`src/rtl/ioctl_sdram_writer_if.sv`:
```
// ioctl download bus plus SDRAM client write port.
// slave is the writer; master is the initiator/controller side.
interface ioctl_sdram_writer_if #(
  parameter int ADDR_W = 25
);
  logic              ioctl_download;
  logic [7:0]        ioctl_index;
  logic              ioctl_wr;
  logic [ADDR_W-1:0] ioctl_addr;
  logic [15:0]       ioctl_dout;
  logic              ioctl_wait;
  logic              mem_req;
  logic [ADDR_W-1:0] mem_addr;
  logic [15:0]       mem_wdata;
  logic              mem_ack;

  modport slave (
    input  ioctl_download, ioctl_index,
    input  ioctl_wr, ioctl_addr, ioctl_dout,
    output ioctl_wait,
    output mem_req, mem_addr, mem_wdata,
    input  mem_ack
  );

  modport master (
    output ioctl_download, ioctl_index,
    output ioctl_wr, ioctl_addr, ioctl_dout,
    input  ioctl_wait,
    input  mem_req, mem_addr, mem_wdata,
    output mem_ack
  );
endinterface

```
`src/rtl/ioctl_sdram_writer.sv`:
```
// ioctl download responder: FIFO-buffers strobed
// words and writes them to an SDRAM client port.
module ioctl_sdram_writer #(
  parameter int              ADDR_W = 25,
  parameter logic [7:0]      INDEX  = 8'h00,
  parameter logic [ADDR_W-1:0] BASE = '0,
  parameter bit              SWAP   = 1'b0,
  parameter int              DEPTH  = 4
) (
  input  logic              clk_sys,
  input  logic              reset_n,
  ioctl_sdram_writer_if.slave bus,
  output logic              busy,
  output logic              done,
  output logic [ADDR_W-1:0] word_count,
  output logic              overrun,
  output logic              misalign
);
  localparam int PW = (DEPTH > 1) ? $clog2(DEPTH) : 1;
  localparam int CW = PW + 1;
  localparam logic [CW-1:0] FULL = CW'(DEPTH);
  localparam logic [CW-1:0] HIGH = CW'(DEPTH - 1);

  typedef enum logic [1:0] {
    IDLE, ACTIVE, DRAIN
  } state_e;

  typedef struct packed {
    logic [ADDR_W-1:0] addr;
    logic [15:0]       data;
  } entry_t;

  state_e            state_q, state_d;
  entry_t            fifo_q [DEPTH];
  entry_t            fifo_d [DEPTH];
  logic [PW-1:0]     wr_ptr_q, wr_ptr_d;
  logic [PW-1:0]     rd_ptr_q, rd_ptr_d;
  logic [CW-1:0]     count_q, count_d;
  logic              wait_q, wait_d;
  logic              req_q, req_d;
  logic [ADDR_W-1:0] addr_q, addr_d;
  logic [15:0]       wdata_q, wdata_d;
  logic              busy_q, busy_d;
  logic              done_q, done_d;
  logic [ADDR_W-1:0] wcnt_q, wcnt_d;
  logic              ovr_q, ovr_d;
  logic              mis_q, mis_d;

  entry_t            in_e;
  logic [ADDR_W-1:0] sum;
  logic              selected;
  logic              fall;
  logic              push_req;
  logic              push;
  logic              pop;

  assign selected = bus.ioctl_download &&
                    bus.ioctl_index == INDEX;
  assign fall     = state_q == ACTIVE &&
                    !bus.ioctl_download;
  assign push_req = bus.ioctl_wr &&
                    ((selected && state_q != DRAIN) || fall);
  assign pop      = req_q && bus.mem_ack;
  assign push     = push_req && (count_q != FULL || pop);
  assign sum      = BASE + fifo_q[rd_ptr_q].addr;

  always_comb begin
    in_e.addr = {bus.ioctl_addr[ADDR_W-1:1], 1'b0};
    in_e.data = SWAP ?
      {bus.ioctl_dout[7:0], bus.ioctl_dout[15:8]} :
      bus.ioctl_dout;
  end

  always_comb begin
    state_d  = state_q;
    fifo_d   = fifo_q;
    wr_ptr_d = wr_ptr_q;
    rd_ptr_d = rd_ptr_q;
    req_d    = req_q;
    addr_d   = addr_q;
    wdata_d  = wdata_q;
    busy_d   = busy_q;
    done_d   = 1'b0;
    wcnt_d   = wcnt_q;
    ovr_d    = ovr_q;
    mis_d    = mis_q;

    unique case (state_q)
      IDLE: if (selected) begin
        state_d = ACTIVE;
        wcnt_d  = '0;
        ovr_d   = 1'b0;
        mis_d   = 1'b0;
        busy_d  = 1'b1;
      end
      ACTIVE: if (!bus.ioctl_download) begin
        state_d = DRAIN;
      end
      DRAIN: if (count_q == '0 && !req_q) begin
        state_d = IDLE;
        done_d  = 1'b1;
        busy_d  = 1'b0;
      end
      default: state_d = IDLE;
    endcase

    // Sticky flags set after the FSM so a strobe in
    // the start cycle is not lost to the clear.
    if (push_req && bus.ioctl_addr[0]) mis_d = 1'b1;
    if (push_req && !push) ovr_d = 1'b1;

    if (push) begin
      fifo_d[wr_ptr_q] = in_e;
      wr_ptr_d = wr_ptr_q + 1'b1;
    end

    if (pop) begin
      rd_ptr_d = rd_ptr_q + 1'b1;
      req_d    = 1'b0;
      wcnt_d   = wcnt_q + 1'b1;
    end else if (!req_q && count_q != '0) begin
      req_d   = 1'b1;
      addr_d  = {sum[ADDR_W-1:1], 1'b0};
      wdata_d = fifo_q[rd_ptr_q].data;
    end

    count_d = count_q + CW'(push) - CW'(pop);
    wait_d  = count_d >= HIGH || state_d == DRAIN;
  end

  always_ff @(posedge clk_sys) begin
    fifo_q <= fifo_d;
  end

  always_ff @(posedge clk_sys) begin
    if (!reset_n) begin
      state_q  <= IDLE;
      wr_ptr_q <= '0;
      rd_ptr_q <= '0;
      count_q  <= '0;
      wait_q   <= 1'b0;
      req_q    <= 1'b0;
      addr_q   <= '0;
      wdata_q  <= '0;
      busy_q   <= 1'b0;
      done_q   <= 1'b0;
      wcnt_q   <= '0;
      ovr_q    <= 1'b0;
      mis_q    <= 1'b0;
    end else begin
      state_q  <= state_d;
      wr_ptr_q <= wr_ptr_d;
      rd_ptr_q <= rd_ptr_d;
      count_q  <= count_d;
      wait_q   <= wait_d;
      req_q    <= req_d;
      addr_q   <= addr_d;
      wdata_q  <= wdata_d;
      busy_q   <= busy_d;
      done_q   <= done_d;
      wcnt_q   <= wcnt_d;
      ovr_q    <= ovr_d;
      mis_q    <= mis_d;
    end
  end

  assign bus.ioctl_wait = wait_q;
  assign bus.mem_req    = req_q;
  assign bus.mem_addr   = addr_q;
  assign bus.mem_wdata  = wdata_q;
  assign busy           = busy_q;
  assign done           = done_q;
  assign word_count     = wcnt_q;
  assign overrun        = ovr_q;
  assign misalign       = mis_q;
endmodule

```
`src/flat_wrapper.sv`:
```
// flat-port wrapper written by rule: the top's interface ports become plain ports
module ioctl_sdram_writer_flat 
#(
  parameter int              ADDR_W = 25,
  parameter logic [7:0]      INDEX  = 8'h00,
  parameter logic [ADDR_W-1:0] BASE = '0,
  parameter bit              SWAP   = 1'b0,
  parameter int              DEPTH  = 4
)
  (clk_sys, reset_n, busy, done, word_count, overrun, misalign, bus_ioctl_download, bus_ioctl_index, bus_ioctl_wr, bus_ioctl_addr, bus_ioctl_dout, bus_ioctl_wait, bus_mem_req, bus_mem_addr, bus_mem_wdata, bus_mem_ack);
  ioctl_sdram_writer_if #(.ADDR_W(ADDR_W)) bus_i ();
  input  logic clk_sys;
  input  logic reset_n;
  output logic busy;
  output logic done;
  output logic [ADDR_W-1:0] word_count;
  output logic overrun;
  output logic misalign;
  input wire logic [$bits(bus_i.ioctl_download)-1:0] bus_ioctl_download;
  input wire logic [$bits(bus_i.ioctl_index)-1:0] bus_ioctl_index;
  input wire logic [$bits(bus_i.ioctl_wr)-1:0] bus_ioctl_wr;
  input wire logic [$bits(bus_i.ioctl_addr)-1:0] bus_ioctl_addr;
  input wire logic [$bits(bus_i.ioctl_dout)-1:0] bus_ioctl_dout;
  output wire logic [$bits(bus_i.ioctl_wait)-1:0] bus_ioctl_wait;
  output wire logic [$bits(bus_i.mem_req)-1:0] bus_mem_req;
  output wire logic [$bits(bus_i.mem_addr)-1:0] bus_mem_addr;
  output wire logic [$bits(bus_i.mem_wdata)-1:0] bus_mem_wdata;
  input wire logic [$bits(bus_i.mem_ack)-1:0] bus_mem_ack;
  assign bus_i.ioctl_download = bus_ioctl_download;
  assign bus_i.ioctl_index = bus_ioctl_index;
  assign bus_i.ioctl_wr = bus_ioctl_wr;
  assign bus_i.ioctl_addr = bus_ioctl_addr;
  assign bus_i.ioctl_dout = bus_ioctl_dout;
  assign bus_ioctl_wait = bus_i.ioctl_wait;
  assign bus_mem_req = bus_i.mem_req;
  assign bus_mem_addr = bus_i.mem_addr;
  assign bus_mem_wdata = bus_i.mem_wdata;
  assign bus_i.mem_ack = bus_mem_ack;
  ioctl_sdram_writer #(.ADDR_W(ADDR_W), .INDEX(INDEX), .BASE(BASE), .SWAP(SWAP), .DEPTH(DEPTH)) u_core (.clk_sys(clk_sys), .reset_n(reset_n), .bus(bus_i), .busy(busy), .done(done), .word_count(word_count), .overrun(overrun), .misalign(misalign));
endmodule
```
`config.mk`:
```
export PLATFORM = sky130hd
export DESIGN_NAME = ioctl_sdram_writer_flat
export DESIGN_NICKNAME = d
export VERILOG_FILES = /design/src/rtl/ioctl_sdram_writer_if.sv /design/src/rtl/ioctl_sdram_writer.sv /design/src/flat_wrapper.sv
export SDC_FILE = /design/constraint.sdc
export NUM_CORES = 1
export LEC_CHECK = 0
export ABC_AREA = 1
export BUFFER_PORTS_ARGS = -buffer_cell sky130_fd_sc_hd__buf_2
export CAP_MARGIN = 25
export CELL_PAD_IN_SITES_DETAIL_PLACEMENT = 1
export CELL_PAD_IN_SITES_GLOBAL_PLACEMENT = 2
export CORE_MARGIN = 2
export CORE_UTILIZATION = 40
export CTS_CLUSTER_DIAMETER = 200
export DETAILED_ROUTE_END_ITERATION = 6
export PLACE_DENSITY = 0.81
export SETUP_SLACK_MARGIN = 0.02
export SLEW_MARGIN = 10
export SYNTH_ARGS = -nofsm -noshare
export SYNTH_HDL_FRONTEND = slang
export SYNTH_SLANG_ARGS = --single-unit
export TNS_END_PERCENT = 100
```
`constraint.sdc`:
```
create_clock -name clk_sys -period 6.6 [get_ports clk_sys]
set_clock_uncertainty 0.15 [all_clocks]
set_input_delay 0.66 -clock clk_sys [delete_from_list [all_inputs] [get_ports clk_sys]]
set_output_delay 0.66 -clock clk_sys [all_outputs]
set_load 0.02 [all_outputs]
```
* Word-level counts from Yosys, hierarchy flattened *
Cells that the tools add are included.

cells by class
  shift-type cells = 0
  reduce and logical (&&, ||, !) cells = 35
  magnitude comparators = 4
  multipliers = 0
  muxes and demuxes = 21
  equal/unequal tests = 7
  add/sub/neg operators = 5
  bitwise operators = 4
  divide/modulo/power cells = 0

operators by type and width
  operator                                                            number
  bitwise mux 164 bit                                                 1
  2-to-1 mux 41 bit                                                   3
  binary-select mux 41 bit (select 2 bit)                             1
  demux 41 bit (select 2 bit)                                         1
  2-to-1 mux 25 bit                                                   3
  adder 25 x 1 -> 25 bit (second input constant)                      1
  nonzero test 2 bit                                                  7
  logical AND 1 bit                                                   11
  AND reduction 2 bit                                                 5
  zero test 8 bit                                                     1
  2-to-1 mux 1 bit                                                    7
  greater-or-equal comparator 3 bit (second input constant)           2
  2-to-1 mux 2 bit                                                    3
  NOT 2 -> 3 bit                                                      2
  one-hot mux 2 bit (3 select lines)                                  1
  adder 2 x 1 -> 2 bit (second input constant)                        2
  == test 2 bit (second input constant)                               2
  != test 2 x 1 -> 1 bit (second input constant)                      2
  adder 3 x 1 -> 3 bit                                                1
  greater-or-equal comparator 3 x 2 -> 1 bit (second input constant)  1
  zero test 1 bit                                                     3
  zero test 3 bit                                                     1
  logical OR 1 bit                                                    3
  less-than comparator 3 x 1 -> 1 bit (second input constant)         1
  10 further kinds                                                    11

word-level totals
  output and inout bits = 72
  memory bits (read-only) = 0
  RAM bits = 0
  bits of input ports = 54
  memories = 0
  logic and storage cells = 97
  bits in latches = 0
  register bits = 244

* Longest topological paths before layout *
Gate-level depths: netlist of run 1.

  depth in word-level cells = 10
  mapped depth = 12
  depth with buffers taken out = 12

* Least setup slack after synthesis of run 1 *
Ideal clock, no wire load.

  path kind = in2reg
  start point = in bus_ioctl_index[7]
  end point = reg u_core.fifo_q[0] in the netlist's numbering, enable pin
  stages = 7
  buffers on the path = 0
  arrival = 3015 ps
  path slack = 2998 ps
  path through = nor2_1 -> nand2_1 -> nor2_1 -> nand3_1 -> nand2_1 -> nand3_1 -> nor2_1

between the ends
  cells in the longest elaborated chain, start to end = 6

ends and longest elaborated chain
  what                  line                       source
  start, declared       flat_wrapper.sv:20         input wire logic [$bits(bus_i.ioctl_index)-1:0] bus_ioctl_index;
  zero test 8 bit       ioctl_sdram_writer.sv:58   bus.ioctl_index == INDEX;
  logical AND 1 bit     ioctl_sdram_writer.sv:57   assign selected = bus.ioctl_download &&
  logical AND 1 bit     ioctl_sdram_writer.sv:62   ((selected && state_q != DRAIN) || fall);
  logical OR 1 bit      ioctl_sdram_writer.sv:62
  logical AND 1 bit     ioctl_sdram_writer.sv:61   assign push_req = bus.ioctl_wr &&
  logical AND 1 bit     ioctl_sdram_writer.sv:64   assign push = push_req && (count_q != FULL || pop);
  end signal, assigned  ioctl_sdram_writer.sv:132  fifo_q <= fifo_d;
  end, declared         ioctl_sdram_writer.sv:34   entry_t fifo_q [DEPTH];

Every way passes these cells.
A chain may end at the register's enable or synchronous reset.

* Worst setup path in the final report of run 1 *
  start point = reg u_core.req_q (netlist: u_core.bus.mem_req)
  end point = reg u_core.wait_q (netlist: u_core.bus.ioctl_wait)

between the ends
  cells in the longest elaborated chain, start to end = 7
  elaborated cells on any way between the ends = 12

ends and longest elaborated chain
  what                                        line                       source
  start, declared                             ioctl_sdram_writer.sv:40   logic req_q, req_d;
  start signal, assigned                      ioctl_sdram_writer.sv:156  req_q <= req_d;
  logical AND 1 bit                           ioctl_sdram_writer.sv:63   assign pop = req_q && bus.mem_ack;
  logical OR 1 bit                            ioctl_sdram_writer.sv:64
  logical AND 1 bit                           ioctl_sdram_writer.sv:64
  adder 3 x 1 -> 3 bit                        ioctl_sdram_writer.sv:127  count_d = count_q + CW'(push) - CW'(pop);
  subtractor 3 x 1 -> 3 bit                   ioctl_sdram_writer.sv:127
  greater-or-equal comparator 3 x 2 -> 1 bit  ioctl_sdram_writer.sv:128  wait_d = count_d >= HIGH || state_d == DRAIN;
  logical OR 1 bit *                          ioctl_sdram_writer.sv:128
  end signal, assigned                        ioctl_sdram_writer.sv:155  wait_q <= wait_d;
  end, declared                               ioctl_sdram_writer.sv:39   logic wait_q, wait_d;

Mark *: on every way between the ends. The rest lies on a longest branch, timed or not.

==> summary.md, run 1 <==
| Metric | Value |
|---|---|
| CTS tree | yes |
| Placed insts | roughly 1300 |
| Post-synthesis sequential area ratio | 0.677 |
| Cts-stage hold buffer count | 0 |
| Largest net degree at the start of global routing | 82 |
| Setup Buffers After CTS | 0 |
| Clock slew at reported path FFs | 0.06 ns |
| Count leader, synth | nor2_1 |
| WS Path Type | reg -> reg |
| Worst VDD drop | around 0.00020 V |
| Final Setup Violations | 0 |
| Pre-antenna DRT Iters | 4 |
| CTS Buf Count | 26 |
| Die width | 158 microns |
| Highest net fanout along the worst path | 21 |
| Buffer levels on the longest clock path | 3 |
| Slew @ Worst Pin | between 0.8 and 0.9 ns |
| Dominant cell type by area after synthesis | edfxtp_1 |
| Prevailing post-synth register cell | edfxtp_1 |
| Max-Cap Viols | 0 |
| Ys async rst share | 0 |
| Number of port buffers | 124 |
| Initial Util | 0.405 |
| Synth Area in Adders | 0.0114 |
| # nets final | 1083 |
| Worst Setup Start Kind | register |
| Final period utilization | 0.475 |
| CP arrival | about 3.4 ns |
| Core area | approximately 23000 sq um |
| # DRC | 0 |
| Die height | 158 microns |
| Via/cell ratio | 4.98 |
| Filler-free cell count of the finished design | 1362 |
| Initial antenna violation count | 2 |
| Max Slew Vio Count | 0 |
| Rows | between 50 and 60 |
| Worst-path cell chain | nand2_1 > inv_1 > ha_1 > inv_1 > ha_1 > fa_1 > xor2_1 > a21oi_1 > a21oi_1 |
| # fillers | 2590 |
| GRT Overall Usage | 0.186 |
| Worst min path class | in -> reg |
| Post-synthesis mux area share | 0 |
| Number of enable flip-flop cells after synthesis | 160 |
| I/O pins | 126 |
| Area share of the largest cell type after synthesis | 0.508 |
| Area of the multi-input gates | 2690 sq um |
| Post_cts resized | 0 |
| First-pass GRT wire length | around 36000 microns |
| Register area | 6410 sq um |
| Synth Area in Compound Gates | 0.112 |
| Hold Vio Cnt, Final | 0 |
| Die area | 24900 sq um |
| RSZ-0062 raised after global routing | no |
| Mapped Cells | about 900 |
| Main combinational cell family by area after synthesis | simple AND/OR/NAND/NOR gates |
| Post-DP HPWL | between 10000 and 15000 microns |
| Area growth syn-to-layout | 19.7% |
| CTS H-tree lvls | 1 |
| Post-synthesis xor/xnor area fraction | 0.00463 |
| Rel. slew slack | 0.410 |
| Ys Warns | 0 |
| Min cycle time layout | around 3.1 ns |
| Worst reg2reg startpoint | u_core.bus.mem_req |
| Fmax | 319 MHz |
| Synth Area in Simple Gates | 0.153 |
| Final setup TNS | 0 ns |
| Setup crit start | u_core.bus.mem_req |
| Post-synth top cells | 209 x nor2_1, 160 x edfxtp_1, 116 x o21ai_0 |
| PwrDens | 352 nW/um^2 |
| HP Start | bus_ioctl_dout[6] |
| Slowest stage delay, CP | 0.56 ns |
| Outcome | finished, final reports clean |
| Root buf cell | clkbuf_16 |
| Critical path's slowest cell | inv_1 |
| Share of cells above drive strength 1 | 0.184 |
| Register bit total from synthesis | between 200 and 250 |
| GP Congestion | 0.746 |
| Skew-Pair Late Insertion Delay | 0.54 ns |
| Vias | 6789 |
| DRT Wirelength | 23100 microns |
| GRT overflow | 0 |
| Avg Cell Area, Syn | about 10 sq um |
| CP endpoint kind | register |
| Synthesized area | 9460 sq um |
| Req. time, crit path | 6.86 ns |
| Post-Syn Nets | 970 |
| Avg WL per Cell | 16.9 microns |
| Top post-synthesis cells by area | edfxtp_1 51%, dfxtp_1 17%, nor2_1 8.3%, o21ai_0 6.1%, nand2_1 3.5% |
| Crit-path leading delay family | adder cells |
| Starting DRT DRC Count | about 380 |
| Leak | 4.27 nW |
| Post-DRT Antenna Nets | 0 |
| TritonCTS Sinks | 240 |
| Worst Path Buf+Inv | 2 |
| Synth unique cells | 31 |
| Vias in the first global route | a little under 7000 |
report_power, final:
part           internal [W]  switching, W  total (W)
registers           0.00171     0.0000615    0.00177
clock network      0.000980      0.000584    0.00156
logic              0.000192      0.000464   0.000656
total               0.00288       0.00111    0.00399
routing by layer:
metal	up-vias	track usage	part of all wire
met1	3267	0.253	0.47
met3	37	0.0271	0.038
met5	-	0	0
met4	0	0.0463	0.021
li1	3363	-	-
met2	122	0.313	0.47
sequential cells by signal, summed over array words and instances (netlist names), 2 cells and up:
register / cells
u_core.rd_ptr_q: 2
u_core.state_q: 2
u_core.wr_ptr_q: 2
u_core.word_count: 25
u_core.bus.mem_addr: 24
u_core.bus.mem_wdata: 16
u_core.fifo_q: 160
u_core.count_q: 3
path summary, 6_finish.rpt:
kind,cells past startpoint,to,slack [ns]
setup / recovery,9,u_core.bus.ioctl_wait,3.46
hold / removal,1,u_core.fifo_q[88],0.20
setup reg to reg,9,u_core.bus.ioctl_wait,3.46
hold reg to reg,2,u_core.misalign,0.32
cell usage in the layout (no fill, tap or decap):
| cell | Yosys | layout |
|---|---|---|
| nor2_1 | 209 | 205 |
| edfxtp_1 | 160 | 160 |
| buf_2 | 13 | 124 |
| o21ai_0 | 116 | 116 |
| nand2_1 | 88 | 88 |
| dfxtp_1 | 80 | 79 |
| inv_1 | 47 | 47 |
| a31oi_1 | 43 | 43 |
| nand3_1 | 33 | 33 |
| clkbuf_16 | 0 | 26 |
| a21oi_1 | 25 | 25 |
| o21ai_1 | 13 | 13 |
| buf_4 | 1 | 10 |
| nor3_1 | 8 | 8 |
| nand4_1 | 7 | 7 |
| ha_1 | 7 | 7 |
| nor2_4 | 2 | 6 |
| bufinv_16 | 0 | 6 |
| clkinv_2 | 0 | 5 |
| clkinv_1 | 2 | 4 |
| xor2_1 | 3 | 3 |
| inv_2 | 2 | 3 |
| clkbuf_1 | 30 | 3 |
| diode_2 | 0 | 2 |
| xnor2_1 | 2 | 2 |
| nand3b_1 | 2 | 2 |
| nand3_2 | 2 | 2 |
| nor2_2 | 2 | 2 |
| clkbuf_8 | 0 | 2 |
| a21boi_0 | 1 | 1 |
| nand2_2 | 1 | 1 |
| or2_0 | 1 | 1 |
| a21oi_2 | 1 | 1 |
| fa_1 | 1 | 1 |
| conb_1 | 1 | 1 |
| clkinv_8 | 0 | 1 |
| clkinvlp_4 | 0 | 1 |
| clkinv_4 | 0 | 1 |
| dfxtp_2 | 0 | 1 |
cells by family after synthesis:
family,Yosys count
adders and majority gates,8
DFF,240
and+or+nand+nor,355
other,1
buffers and inverters,100
xor gates and xnor gates,5
AOI/OAI and AO/OA,199
through the flow:
stage | hold WS (ns) | setup WS, ns | total power, W | area [sq um] | utilization
after detailed placement | 0.314 | 2.98 | 0.00247 | 10400 | 0.445
final | 0.197 | 3.46 | 0.00399 | 11300 | 0.485
after global routing | 0.188 | 3.19 | 0.00417 | 11300 | 0.485
after CTS | 0.177 | 3.43 | 0.00404 | 11300 | 0.485
after global placement | 0.307 | 3.05 | 0.00245 | 10400 | 0.445
after floorplan | 0.338 | 3.00 | 0.00223 | 9460 | -
area by class of cell:
type / instances / share of cell area
antenna: 2 / 0.000442
clock buffer: 31 / 0.0609
clock inverter: 17 / 0.0220
inverter: 51 / 0.0169
multi-input combinational: 568 / 0.237
sequential: 240 / 0.566
tap: 319 / 0.0352
timing repair buffer: 134 / 0.0614
Note: power is estimated with default switching activity, not from simulation.
==> run 2: changes to the inputs <==
--- a/config.mk
+++ b/config.mk
@@ -11,10 +11,10 @@
 export CELL_PAD_IN_SITES_DETAIL_PLACEMENT = 1
 export CELL_PAD_IN_SITES_GLOBAL_PLACEMENT = 2
 export CORE_MARGIN = 2
-export CORE_UTILIZATION = 40
+export CORE_UTILIZATION = 37
 export CTS_CLUSTER_DIAMETER = 200
 export DETAILED_ROUTE_END_ITERATION = 6
-export PLACE_DENSITY = 0.81
+export PLACE_DENSITY = 0.75
 export SETUP_SLACK_MARGIN = 0.02
 export SLEW_MARGIN = 10
 export SYNTH_ARGS = -nofsm -noshare
==> constraint.sdc (replaced) <==
create_clock -name clk_sys -period 3.1 [get_ports clk_sys]
set_clock_uncertainty 0.15 [all_clocks]
set_input_delay 0.31 -clock clk_sys [delete_from_list [all_inputs] [get_ports clk_sys]]
set_output_delay 0.31 -clock clk_sys [all_outputs]
set_load 0.02 [all_outputs]
==> run 2 against run 1 <==
Effect of this change:
- die area is 7.9% higher
- maximum frequency is 31% higher
- highest routed layer unchanged
- critical path depth is 4 higher
- global-route usage is 0.16 points lower
- register-to-register slack worse by 2.7 ns
- sequential share of layout area is 1.9 points lower
==> summary.md, run 2 (synthesis gave the netlist of run 1 again) <==
| Metric | Value |
|---|---|
| Outcome | finished, final reports clean (unchanged) |
| CTS tree | yes (unchanged) |
| Largest net degree at the start of global routing | 82 (unchanged) |
| CP arrival | 2.64 ns (was 3.39 ns) |
| Worst min path class | in -> reg (unchanged) |
| Buffer levels on the longest clock path | 3 (unchanged) |
| Via/cell ratio | 4.91 (was 4.98) |
| Post-layout util | 0.467 (was 0.485) |
| Initial Util | 0.377 (was 0.405) |
| Slew @ Worst Pin | 0.915 ns (was 0.886 ns) |
| First-pass GRT wire length | 39000 microns (was 36200 microns) |
| Worst-path cell chain | inv_1 > nor2_1 > inv_1 > nand3_1 > nand2_1 > nand3_1 > buf_4 > inv_1 > ha_1 > fa_1 > xor2_1 > a21oi_1 > a21oi_1 (was nand2_1 > inv_1 > ha_1 > inv_1 > ha_1 > fa_1 > xor2_1 > a21oi_1 > a21oi_1) |
| Pre-antenna DRT Iters | 4 (unchanged) |
| Final Setup Violations | 0 (unchanged) |
| Fmax | 419 MHz (was 319 MHz) |
| Number of port buffers | 124 (unchanged) |
| Cell depth of the worst hold path | 3 (was 1) |
| Avg WL per Cell | 17.1 microns (was 16.9 microns) |
| # nets final | 1130 (was 1083) |
| # fillers | 2835 (was 2590) |
| CP endpoint kind | register (unchanged) |
| Final setup TNS | 0 ns (unchanged) |
| Core area | 25100 sq um (was 23300 sq um) |
| Slowest stage delay, CP | 0.37 ns (was 0.56 ns) |
| GRT overflow | 0 (unchanged) |
| Die height | 164 microns (was 158 microns) |
| Most frequent cells in the layout | 205 x nor2_1, 160 x edfxtp_1, 124 x buf_2 (unchanged) |
| Highest net fanout along the worst path | 7 (was 21) |
| Min cycle time layout | 2.39 ns (was 3.14 ns) |
| Leak | 4.41 nW (was 4.27 nW) |
| # DRC | 0 (unchanged) |
| Max-Cap Viols | 0 (unchanged) |
| Critical path's slowest cell | fa_1 (was inv_1) |
| CTS Buf Count | 26 (unchanged) |
| I/O pins | 126 (unchanged) |
| CTS H-tree lvls | 1 (unchanged) |
| Crit path top cell by count | inv_1 |
| DRT Wirelength | 24200 microns (was 23100 microns) |
| Starting DRT DRC Count | 315 (was 382) |
| Req. time, crit path | 3.35 ns (was 6.86 ns) |
| RSZ-0062 raised after global routing | no (unchanged) |
| Worst Setup Start Kind | register (unchanged) |
| Worst VDD drop | 0.000424 V (was 0.000203 V) |
| WS Path Type | reg -> reg (unchanged) |
| Max reg flops | 160 (unchanged) |
| Rel. slew slack | 0.389 (was 0.410) |
| Most common cell after layout, fill and taps aside | nor2_1 (unchanged) |
| Vias in the first global route | 7290 (was 6811) |
| Max Slew Vio Count | 0 (unchanged) |
| Final period utilization | 0.770 (was 0.475) |
| R2R cell count | 13 (was 9) |
| TritonCTS Sinks | 240 (unchanged) |
| Share of cells above drive strength 1 | 0.173 (was 0.184) |
| Skew-Pair Late Insertion Delay | 0.54 ns (about the same) |
| Power Total | 0.00817 W (was 0.00399 W) |
| Final hold slack | 0.162 ns (was 0.197 ns) |
| GP Congestion | 0.722 (was 0.746) |
| Post-DP HPWL | 14300 microns (was 13900 microns) |
| Initial antenna violation count | 0 (was 2) |
| Reg with most FFs | u_core.fifo_q (unchanged) |
| Rows | 58 (was 56) |
| Post-DRT Antenna Nets | 0 (unchanged) |
| Setup Buffers After CTS | 0 (unchanged) |
| Die width | 164 microns (was 158 microns) |
| Vias | 6959 (was 6789) |
| N_diodes | 0 (was 2) |
| PwrDens | 697 nW/um^2 (was 352 nW/um^2) |
| Root buf cell | clkbuf_16 (unchanged) |
| Hold Vio Cnt, Final | 0 (unchanged) |
| Clock slew at reported path FFs | 0.06 ns (about the same) |
| GRT Overall Usage | 0.184 (was 0.186) |
| Die area | 26900 sq um (was 24900 sq um) |
| Area growth syn-to-layout | 23.9% (was 19.7%) |
run 2: power by group:
part	internal, W	switching [W]	total, W
logic	0.000464	0.00100	0.00147
registers	0.00364	0.000127	0.00377
clock network	0.00171	0.00122	0.00294
total	0.00582	0.00235	0.00817
run 2: layer usage:
layer	share of wire	GRT usage	up-vias
li1	-	-	3448
met1	0.45	0.244	3366
met2	0.49	0.320	113
met3	0.037	0.0268	32
met4	0.021	0.0435	0
met5	0	0	-
run 2: metrics by stage:
stage	area, sq um	cells	worst slack, ns
floorplan	9460	908	-0.229
global placement	10500	1326	0.729
detailed placement	10500	1326	0.706
CTS	11700	1417	0.697
global route	11700	1417	0.467
finish	11700	1417	0.714
run 2: repair_timing:
action,CTS,global route
resized for setup,0,0
endpoints found under the hold margin,164,0
setup endpoints to repair,0,0
hold buffers,44,0
run 2: critical path: cells and delay by family (launching register included):
kind                       cells  cell delay [ns]
xor gates and xnor gates       1             0.18
adders and majority gates      2             0.57
AOI/OAI and AO/OA              2             0.19
DFF                            1             0.32
buffers and inverters          4             0.40
and+or+nand+nor                4             0.42
run 2: worst paths after layout:
check | start | endpoint | slack [ns]
max reg2reg | u_core.state_q[1] | u_core.bus.ioctl_wait | 0.71
max | u_core.state_q[1] | u_core.bus.ioctl_wait | 0.71
min | reset_n | u_core.word_count[7] | 0.16
min reg2reg | u_core.overrun | u_core.overrun | 0.32
run 2: final cells by class:
| class | count | area, sq um | share of cell area |
|---|---|---|---|
| clock inverter | 11 | 114 | 0.00971 |
| multi-input combinational | 568 | 2690 | 0.229 |
| clock buffer | 36 | 688 | 0.0587 |
| sequential | 240 | 6410 | 0.547 |
| timing repair buffer | 181 | 1220 | 0.104 |
| inverter | 51 | 191 | 0.0163 |
| tap | 330 | 413 | 0.0352 |
==> run 3: changes to the inputs <==
==> constraint.sdc (replaced) <==
create_clock -name clk_sys -period 2.3 [get_ports clk_sys]
set_clock_uncertainty 0.15 [all_clocks]
set_input_delay 0.23 -clock clk_sys [delete_from_list [all_inputs] [get_ports clk_sys]]
set_output_delay 0.23 -clock clk_sys [all_outputs]
set_load 0.02 [all_outputs]
==> run 3 against run 2 <==
Effect of this change:
- design area is 0.98% higher
- critical path depth is 1 lower
- power is 35% higher
- via count is 1.6% higher
- clock power is 33% higher
- largest power group unchanged
==> summary.md, run 3 (synthesis gave the netlist of run 1 again) <==
| Metric | Value |
|---|---|
| Worst VDD drop | 0.000699 V (was 0.000424 V) |
| Req. time, crit path | 2.53 ns (was 3.35 ns) |
| Crit-path leading delay family | adder cells (unchanged) |
| GRT Overall Usage | 0.189 (was 0.184) |
| Rows | 58 (unchanged) |
| Die width | 164 microns (unchanged) |
| Die height | 164 microns (unchanged) |
| Final Setup Violations | 0 (unchanged) |
| Initial antenna violation count | 0 (unchanged) |
| DRT Wirelength | 24800 microns (was 24200 microns) |
| Flop-to-flop setup slack | 0.17 ns (was 0.71 ns) |
| GP Congestion | 0.725 (was 0.722) |
| Final setup TNS | 0 ns (unchanged) |
| Fmax | 470 MHz (was 419 MHz) |
| Pre-antenna DRT Iters | 4 (unchanged) |
| Endpoint, Worst Hold | u_core.word_count[5] (was u_core.word_count[7]) |
| CTS H-tree lvls | 1 (unchanged) |
| Reg with most FFs | u_core.fifo_q (unchanged) |
| Skew-Pair Late Insertion Delay | 0.52 ns (was 0.54 ns) |
| Core area | 25100 sq um (unchanged) |
| Number of port buffers | 124 (unchanged) |
| CP arrival | 2.36 ns (was 2.64 ns) |
| Slew @ Worst Pin | 0.640 ns (was 0.915 ns) |
| TritonCTS Sinks | 240 (unchanged) |
| Reg-to-reg critical path endpoint | u_core.bus.ioctl_wait (unchanged) |
| First-pass GRT wire length | 39600 microns (was 39000 microns) |
| Cell depth of the worst hold path | 4 (was 3) |
| Rel. slew slack | 0.570 (was 0.389) |
| Via/cell ratio | 4.95 (was 4.91) |
| Avg WL per Cell | 17.4 microns (was 17.1 microns) |
| # DRC | 0 (unchanged) |
| Die area | 26900 sq um (unchanged) |
| Max Slew Vio Count | 0 (unchanged) |
| Sequential power share | 0.461 (about the same) |
| Vias in the first global route | 7357 (was 7290) |
| DP Area | 10600 sq um (was 10500 sq um) |
| Setup slack after layout | 0.171 ns (was 0.714 ns) |
| Worst min path class | in -> reg (unchanged) |
| Clock slew at reported path FFs | 0.06 ns (about the same) |
| Most common cell after layout, fill and taps aside | nor2_1 (unchanged) |
| Post-layout util | 0.471 (was 0.467) |
| Outcome | finished, final reports clean (unchanged) |
| Max-Cap Viols | 0 (unchanged) |
| Setup Buffers After CTS | 0 (unchanged) |
| Final hold slack | 0.0796 ns (was 0.162 ns) |
| Worst Path Buf+Inv | 3 (was 4) |
| Post-route design area | 11800 sq um (was 11700 sq um) |
| CTS tree | yes (unchanged) |
| Root buf cell | clkbuf_16 (unchanged) |
| Worst Setup Start Kind | register (unchanged) |
| Post-DP HPWL | 15100 microns (was 14300 microns) |
| Critical path's slowest cell | fa_1 (unchanged) |
| HP Start | reset_n (unchanged) |
| Max reg flops | 160 (unchanged) |
| Hold Vio Cnt, Final | 0 (unchanged) |
| Area growth syn-to-layout | 25.2% (was 23.9%) |
| Min cycle time layout | 2.13 ns (was 2.39 ns) |
| Sw Pwr | 0.00321 W (was 0.00235 W) |
| Crit path top cell by count | inv_1 (unchanged) |
| Worst reg2reg startpoint | u_core.state_q[1] (unchanged) |
| Most frequent cells in the layout | 205 x nor2_1, 160 x edfxtp_1, 124 x buf_2 (unchanged) |
| Internal Power | 0.00785 W (was 0.00582 W) |
| Initial Util | 0.377 (unchanged) |
| I/O pins | 126 (unchanged) |
| Slowest stage delay, CP | 0.37 ns (about the same) |
| Vias | 7072 (was 6959) |
| Post-DRT Antenna Nets | 0 (unchanged) |
| Post_cts resized | 0 (unchanged) |
| R2R cell count | 12 (was 13) |
| Sw frac | 0.290 (was 0.288) |
| Share of cells above drive strength 1 | 0.181 (was 0.173) |
| RSZ-0062 raised after global routing | no (unchanged) |
| Final period utilization | 0.926 (was 0.770) |
| PwrDens | 934 nW/um^2 (was 697 nW/um^2) |
| Highest net fanout along the worst path | 3 (was 7) |
| N_diodes | 0 (unchanged) |
| Largest net degree at the start of global routing | 71 (was 82) |
| GRT overflow | 0 (unchanged) |
| Buffer levels on the longest clock path | 3 (unchanged) |
| Comb power frac | 0.187 (was 0.179) |
| CTS Buf Count | 27 (was 26) |
| # nets final | 1140 (was 1130) |
| Worst-path cell chain | inv_1 > nor2_1 > inv_1 > nand3_1 > nand2_1 > nand3_2 > inv_1 > ha_1 > fa_1 > xor2_1 > a21oi_1 > a21oi_1 (was inv_1 > nor2_1 > inv_1 > nand3_1 > nand2_1 > nand3_1 > buf_4 > inv_1 > ha_1 > fa_1 > xor2_1 > a21oi_1 > a21oi_1) |
| WS Path Type | reg -> reg (unchanged) |
| Cts-stage hold buffer count | 44 (unchanged) |
| Leak | 4.48 nW (was 4.41 nW) |
| DP Worst Slack | 0.188 ns (was 0.706 ns) |
| Starting DRT DRC Count | 333 (was 315) |
| CP endpoint kind | register (unchanged) |
| Clk pwr share | 0.353 (was 0.360) |
## run 3: per-layer routing
layer / up-vias / wire, microns / global-route usage
met3: 34 / 884 / 0.0225
li1: 3483 / - / -
met2: 124 / 12000 / 0.329
met1: 3431 / 11400 / 0.252
met4: 0 / 510 / 0.0427
met5: - / 0 / 0
## run 3: per-stage QoR
stage          total power [W]  instances
2_1_floorplan          0.00639        908
3_3_place_gp           0.00718       1335
3_5_place_dp           0.00722       1335
4_1_cts                 0.0112       1428
5_1_grt                 0.0116       1428
6_report                0.0111       1428
## run 3: worst max path at each step
stage | from | end | slack, ns | cells after the start
3_5_place_dp | u_core.state_q[1] | u_core.bus.ioctl_wait | 0.19 | 12
6_report | u_core.state_q[1] | u_core.bus.ioctl_wait | 0.17 | 12
5_1_grt | u_core.state_q[1] | u_core.bus.ioctl_wait | 0.02 | 12
2_1_floorplan | u_core.bus.mem_req | u_core.bus.ioctl_wait | 0.03 | 11
4_1_cts | u_core.state_q[1] | u_core.bus.ioctl_wait | 0.17 | 12
3_3_place_gp | u_core.state_q[1] | u_core.bus.ioctl_wait | 0.23 | 12
## run 3: worst register-to-register path, cell delays in order, from the launching register on
cell and delay, ns:
dfxtp_1 0.32, inv_1 0.07, nor2_1 0.11, inv_1 0.07
nand3_1 0.09, nand2_1 0.09, nand3_2 0.08, inv_1 0.05
ha_1 0.20, fa_1 0.37, xor2_1 0.18, a21oi_1 0.12
a21oi_1 0.07
## run 3: power groups by stage
stage	clock network (W)	registers (W)	logic, W
final	0.00390	0.00509	0.00207
after global routing	0.00417	0.00513	0.00232
after CTS	0.00400	0.00510	0.00210
after detailed placement	0	0.00518	0.00203
after global placement	0	0.00518	0.00201
after floorplan	0	0.00547	0.000915
## run 3: cell type report
type                            count  area (sq um)
Sequential cell                   240          6410
Multi-Input combinational cell    568          2690
Timing Repair Buffer              190          1340
Fill cell                        2849         13300
Tap cell                          330           413
Clock buffer                       39           751
Inverter                           51           191
Clock inverter                     10          43.8
